`src/rtl/rx_frame_classifier.sv`:
```
// rx_frame_classifier: splits each received Ethernet frame into a packed header word (length,
// FCS status, control flag, DA/SA/EtherType) and a delimited body byte stream, and counts
// dropped and forwarded MAC control frames.
module rx_frame_classifier #(
  parameter int unsigned MAX_LEN       = 1522,
  parameter int unsigned HEADER_DWIDTH = 128
) (
  input  logic                     clk,
  input  logic                     rst,
  input  logic [7:0]               rx_data,
  input  logic                     rx_valid,
  input  logic                     rx_last,
  input  logic                     rx_err,
  output logic [HEADER_DWIDTH-1:0] h_fifo_din,
  output logic                     h_fifo_wren,
  input  logic                     h_fifo_full,
  output logic [8:0]               b_fifo_din,
  output logic                     b_fifo_wren,
  input  logic                     b_fifo_afull,
  output logic [15:0]              drop_cnt,
  output logic [15:0]              ctrl_cnt
);

  typedef enum logic [2:0] {S_IDLE, S_HDR, S_BODY, S_DISCARD, S_COMMIT} state_e;

  // CRC-32 magic residue, stated MSB-first; the shift register below runs LSB-first.
  localparam logic [31:0] CrcResidue = 32'hC704DD7B;
  localparam logic [15:0] LastIdx    = 16'(MAX_LEN - 1);
  localparam logic [15:0] MaxLen16   = 16'(MAX_LEN);

  function automatic logic [31:0] crc_byte(input logic [31:0] crc, input logic [7:0] data);
    logic [31:0] c;
    c = crc ^ {24'h0, data};
    for (int i = 0; i < 8; i++) begin
      c = c[0] ? ((c >> 1) ^ 32'hEDB88320) : (c >> 1);
    end
    return c;
  endfunction

  function automatic logic [31:0] bitrev32(input logic [31:0] v);
    logic [31:0] r;
    for (int i = 0; i < 32; i++) begin
      r[i] = v[31-i];
    end
    return r;
  endfunction

  function automatic logic [15:0] sat_inc(input logic [15:0] v);
    return (v == 16'hFFFF) ? v : v + 16'd1;
  endfunction

  state_e                   state_q, state_d;
  logic [111:0]             hdr_q, hdr_d;     // DA, SA, EtherType shifted in byte by byte
  logic [31:0]              crc_q, crc_d;
  logic [15:0]              len_q, len_d;     // bytes accepted so far, saturating
  logic                     err_q, err_d;
  logic                     trunc_q, trunc_d;
  logic                     pend_q, pend_d;   // header commit owed after discarding the tail
  logic [15:0]              drop_q, drop_d;
  logic [15:0]              ctrl_q, ctrl_d;
  logic                     hwren_q, hwren_d;
  logic [HEADER_DWIDTH-1:0] hdin_q, hdin_d;
  logic                     bwren_q, bwren_d;
  logic [8:0]               bdin_q, bdin_d;

  logic                     is_ctrl;
  logic                     fcs_ok;
  logic [11:0]              len_field;
  logic [127:0]             hdr_word;

  assign is_ctrl   = (hdr_q[111:72] == 40'h0180C20000);
  assign fcs_ok    = (bitrev32(crc_q) == CrcResidue) && !err_q && !trunc_q &&
                     (len_q >= 16'd64) && (len_q <= MaxLen16);
  assign len_field = (len_q > 16'd4095) ? 12'hFFF : len_q[11:0];
  assign hdr_word  = {len_field, fcs_ok, is_ctrl, 2'b00, hdr_q};

  // State and datapath registers with synchronous reset.
  always_ff @(posedge clk) begin
    if (rst) begin
      state_q <= S_IDLE;
      hdr_q   <= '0;
      crc_q   <= 32'hFFFFFFFF;
      len_q   <= '0;
      err_q   <= 1'b0;
      trunc_q <= 1'b0;
      pend_q  <= 1'b0;
      drop_q  <= '0;
      ctrl_q  <= '0;
      hwren_q <= 1'b0;
      hdin_q  <= '0;
      bwren_q <= 1'b0;
      bdin_q  <= '0;
    end else begin
      state_q <= state_d;
      hdr_q   <= hdr_d;
      crc_q   <= crc_d;
      len_q   <= len_d;
      err_q   <= err_d;
      trunc_q <= trunc_d;
      pend_q  <= pend_d;
      drop_q  <= drop_d;
      ctrl_q  <= ctrl_d;
      hwren_q <= hwren_d;
      hdin_q  <= hdin_d;
      bwren_q <= bwren_d;
      bdin_q  <= bdin_d;
    end
  end

  // Next-state, capture and FIFO write decisions.
  always_comb begin
    state_d = state_q;
    hdr_d   = hdr_q;
    crc_d   = crc_q;
    len_d   = len_q;
    err_d   = err_q;
    trunc_d = trunc_q;
    pend_d  = pend_q;
    drop_d  = drop_q;
    ctrl_d  = ctrl_q;
    hwren_d = 1'b0;
    hdin_d  = hdin_q;
    bwren_d = 1'b0;
    bdin_d  = bdin_q;

    unique case (state_q)
      S_IDLE: begin
        if (rx_valid) begin
          // Back-pressure is only consulted here; a one-byte frame is too short to keep.
          if (h_fifo_full || b_fifo_afull || rx_last) begin
            drop_d = sat_inc(drop_q);
            pend_d = 1'b0;
            if (!rx_last) begin
              state_d = S_DISCARD;
            end
          end else begin
            hdr_d   = {104'h0, rx_data};
            crc_d   = crc_byte(32'hFFFFFFFF, rx_data);
            len_d   = 16'd1;
            err_d   = rx_err;
            trunc_d = 1'b0;
            pend_d  = 1'b0;
            state_d = S_HDR;
          end
        end
      end

      S_HDR: begin
        if (rx_valid) begin
          if (rx_last) begin
            drop_d  = sat_inc(drop_q);
            state_d = S_IDLE;
          end else begin
            hdr_d = {hdr_q[103:0], rx_data};
            crc_d = crc_byte(crc_q, rx_data);
            len_d = sat_inc(len_q);
            err_d = err_q | rx_err;
            if (len_q == 16'd13) begin
              state_d = S_BODY;
            end
          end
        end
      end

      S_BODY: begin
        if (rx_valid) begin
          crc_d   = crc_byte(crc_q, rx_data);
          len_d   = sat_inc(len_q);
          err_d   = err_q | rx_err;
          bwren_d = 1'b1;
          if (rx_last) begin
            bdin_d  = {1'b1, rx_data};
            state_d = S_COMMIT;
          end else if (len_q == LastIdx) begin
            // Oversize: close the body early, keep counting the tail for the header length.
            bdin_d  = {1'b1, rx_data};
            trunc_d = 1'b1;
            pend_d  = 1'b1;
            state_d = S_DISCARD;
          end else begin
            bdin_d = {1'b0, rx_data};
          end
        end
      end

      S_DISCARD: begin
        if (rx_valid) begin
          len_d = sat_inc(len_q);
          err_d = err_q | rx_err;
          if (rx_last) begin
            state_d = pend_q ? S_COMMIT : S_IDLE;
          end
        end
      end

      S_COMMIT: begin
        hwren_d = 1'b1;
        hdin_d  = HEADER_DWIDTH'(hdr_word);
        pend_d  = 1'b0;
        state_d = S_IDLE;
        if (is_ctrl) begin
          ctrl_d = sat_inc(ctrl_q);
        end
        // A byte arriving while the header is written starts a frame we cannot capture.
        if (rx_valid) begin
          drop_d = sat_inc(drop_q);
          if (!rx_last) begin
            state_d = S_DISCARD;
          end
        end
      end

      default: state_d = S_IDLE;
    endcase
  end

  assign h_fifo_din  = hdin_q;
  assign h_fifo_wren = hwren_q;
  assign b_fifo_din  = bdin_q;
  assign b_fifo_wren = bwren_q;
  assign drop_cnt    = drop_q;
  assign ctrl_cnt    = ctrl_q;

endmodule

```
`config.mk`:
```
export PLATFORM = sky130hd
export DESIGN_NAME = rx_frame_classifier
export DESIGN_NICKNAME = d
export VERILOG_FILES = /design/src/rtl/rx_frame_classifier.sv
export SDC_FILE = /design/constraint.sdc
export NUM_CORES = 1
export LEC_CHECK = 0
export ABC_AREA = 1
export CAP_MARGIN = 20
export CORE_MARGIN = 4
export CORE_UTILIZATION = 60
export DETAILED_ROUTE_END_ITERATION = 10
export GPL_ROUTABILITY_DRIVEN = 0
export MAX_ROUTING_LAYER = met4
export PLACE_DENSITY = 0.85
export SYNTH_ARGS = -nofsm -noshare
export SYNTH_HDL_FRONTEND = slang
export SYNTH_SLANG_ARGS = --single-unit
```
`constraint.sdc`:
```
create_clock -name clk -period 4.4 [get_ports clk]
set_clock_uncertainty 0.05 [all_clocks]
set_input_delay 1.32 -clock clk [delete_from_list [all_inputs] [get_ports clk]]
set_output_delay 1.32 -clock clk [all_outputs]
set_load 0.01 [all_outputs]
```
==> reports/metrics.csv <==
stage,metric,value,unit
synthesis,ys_seq_area_share,45.1,%
finish,layout_commonest_cell,nand2_1,
global_routing,first_global_vias,13600,
finish,utilization,73.6,%
worst_setup_path,critPathCaptureType,flop,
worst_setup_path,startpoint,rx_last,
clocking,cts.path.max_buffers,3,
synthesis,synthMuxAreaShare,0,%
finish,fin_nets,2219,
synthesis,synth_area,0.0149,mm²
worst_setup_path,reg2reg_to,drop_cnt[9],
worst_setup_path,crit_type,in2reg,
sta,fin_setup_tns,0,ns
detailed_routing,first_pass_iters,6,
power_and_ir_drop,peakVddDrop,299,µV
synthesis,synth_async_sr_flop_share,0,%
sta,slew_headroom,29.7,%
synthesis,synth_top_family_by_area,simple AND/OR/NAND/NOR gates,
clocking,post_cts_resize_count,0,
worst_setup_path,cp.arrival,3.71,ns
die,die_y,165,µm
sta,hold_violations,0,
clocking,insertion_delay,0.53,ns
worst_setup_path,startpoint_type,input port,
clocking,cts_root_buf,clkbuf_16,
clocking,path_clk_slew,0.06,ns
synthesis,synth-compound-area-share,15.4,%
detailed_routing,wirelength,40800,µm
clocking,cts_setup_buffers,0,
worst_setup_path,critical_path_required,4.77,ns
place,hpwl,26600,µm
worst_setup_path,crit_fanout,19,
finish,area_delta_synth_final,20.4,%
finish,drive_gt1_share,4.82,%
finish,antenna_cells,0,
clocking,clock_sinks,335,
clocking,cts_buffers,34,
sta,worst_pin_slew,1.05,ns
detailed_routing,drcViolationCount,0,
global_routing,grt-ovfl-total,0,
hold_path,min-delay-start,pend_q,
synthesis,ys_types,42,
synthesis,syn_inst,2077,
sta,rsz0062_at_grt,no,
hold_path,hold_class,reg2reg,
clocking,cts_tree,done,
sta,finalSetupViolCount,0,
global_routing,grt_pass1_wl,66300,µm
place,io_buffers,183,
detailed_routing,antenna_left,0,
power_and_ir_drop,power.leakage,7.16,nW
synthesis,syn_avg_cell_area,7.15,µm²
die,num_io_pins,186,
run_status,status,"complete, no violations",
flow_run,maxCapViolCount,0,
synthesis,synth_top_area_share,45.1,%
worst_setup_path,r2r_cells,8,
detailed_routing,viasPerCell,5.70,
sta,slew_viol_final,0,
sta,fmax,299,MHz
place,pre_cts_ws,0.662,ns
die,initial_core_util,61.1,%
global_routing,grtUsageTotal,29.9,%
worst_setup_path,cp-endpoint,drop_cnt[9],
finish,regArea,0.00671,mm²
synthesis,yosys-top-cells-area,"dfxtp_1 (45%), nand2_1 (13%), a21oi_1 (7.7%)",
detailed_routing,vias,14500,
worst_setup_path,r2r-start,drop_cnt[0],
sta,period_minus_slack,3.34,ns
global_routing,grt_max_degree,121,
synthesis,synth-adder-area-share,0.421,%
sta,setup_ws,1.06,ns
global_routing,antenna_found_initial,0,
synthesis,ys.flop_type,dfxtp_1,
clocking,ctsHoldBuffers,0,
finish,multiInputGateArea,0.00715,mm²
power_and_ir_drop,p_per_area,413,mW/mm²
finish,fill_cells,1907,
die,die_area,0.0273,mm²
detailed_routing,routedWlPerCell,16.0,µm
worst_setup_path,worst-r2r-setup-slack,1.75,ns
synthesis,synth-edff-count,0,
die,rows,57,
die,core_area,0.0243,mm²
synthesis,yosys.area.top_type,dfxtp_1,
synthesis,yosys_warnings,0,
synthesis,yosys.area_share.xor_xnor,6.07,%
finish,layout.cells.most_common_list,"nand2_1 (519), dfxtp_1 (335), nor2_1 (260)",
clocking,ctsHtreeMaxLevel,2,
detailed_routing,drtIter0Drc,1573,
synthesis,synth-simple-area-share,26.0,%
sta,period_share,76.0,%
die,die_width,165,µm
synthesis,ys_ff_latch,335,
[routing by layer]
layer / up-vias / share of wire (%) / global-route usage [%]
met3: 144 / 7.4 / 4.39
met5: - / 0 / -
met1: 6692 / 42 / 39.0
li1: 6984 / - / -
met4: 0 / 3.7 / 11.7
met2: 675 / 47 / 47.4
[cells by family (layout without fill, tap and decap cells)]
family          Yosys count  after routing
flops                   335            335
compound gates          448            448
other cells               1              2
buf+inv                 247            389
fa+ha+maj                 5              5
simple gates            941            941
xor+xnor                100            100
[where the power goes]
group | leakage (nW) | switching [mW] | total, mW | internal [mW]
registers | 2.71 | 0.101 | 3.24 | 3.14
clock network | 0.551 | 1.19 | 2.86 | 1.67
logic | 3.90 | 0.854 | 1.28 | 0.425
[how the worst min path moves through the flow]
| stage | to | slack, ns | depth (start not counted) |
|---|---|---|---|
| 5_1_grt | hdr_q[9] | 0.44 | 2 |
| 4_1_cts | pend_q | 0.41 | 2 |
| 6_report | pend_q | 0.41 | 2 |
| 2_1_floorplan | trunc_q | 0.39 | 2 |
| 3_5_place_dp | pend_q | 0.40 | 2 |
| 3_3_place_gp | hdr_q[9] | 0.40 | 2 |
[sequential cells by signal (all words and copies together), names as in the netlist]
name	flops
pend_q	1
len_q	16
err_q	1
hdr_q	112
drop_cnt	16
h_fifo_din	126
b_fifo_din	9
crc_q	32
state_q	3
trunc_q	1
h_fifo_wren	1
b_fifo_wren	1
ctrl_cnt	16
[layout make-up]
cell class              instances  area share [%]
multi-input cells            1496            39.9
flip-flops and latches        335            37.5
inverters                     127            2.69
clock buffers                  47            5.65
repair buffers                205            11.4
well taps                     324            2.27
clock inverters                10           0.581
[critical path: stages]
cell and delay, ns:
clkdlybuf4s50_1 0.50, inv_1 0.14, nand2_1 0.12, nor2_1 0.06, nor4_1 0.40, nand2_1 0.51
inv_2 0.38, nand2_1 0.10, a21oi_1 0.17
[through the flow]
step                      instances  hold WS [ns]  area [µm²]  power, mW
after CTS                      2544         0.412       17900       7.37
final                          2544         0.411       17900       7.38
after floorplan                2078         0.388       14900       4.19
after global placement         2487         0.398       16800       4.51
after detailed placement       2487         0.402       16800       4.54
after global routing           2544         0.438       17900       7.69
[cells in the mapped netlist (4+ instances only)]
master,count
xnor2_1,25
nand2_2,6
nor3_1,23
nand3_1,65
clkbuf_1,77
a21oi_1,229
nand4_1,37
o211ai_1,7
buf_6,4
buf_4,7
o21ai_0,190
nor4_1,10
dfxtp_1,335
nor2_1,260
or2_2,5
inv_2,7
inv_1,120
nand2_1,520
a31oi_1,13
xor2_1,73
ha_1,5
buf_2,26
(Power assumes the default switching activity.)
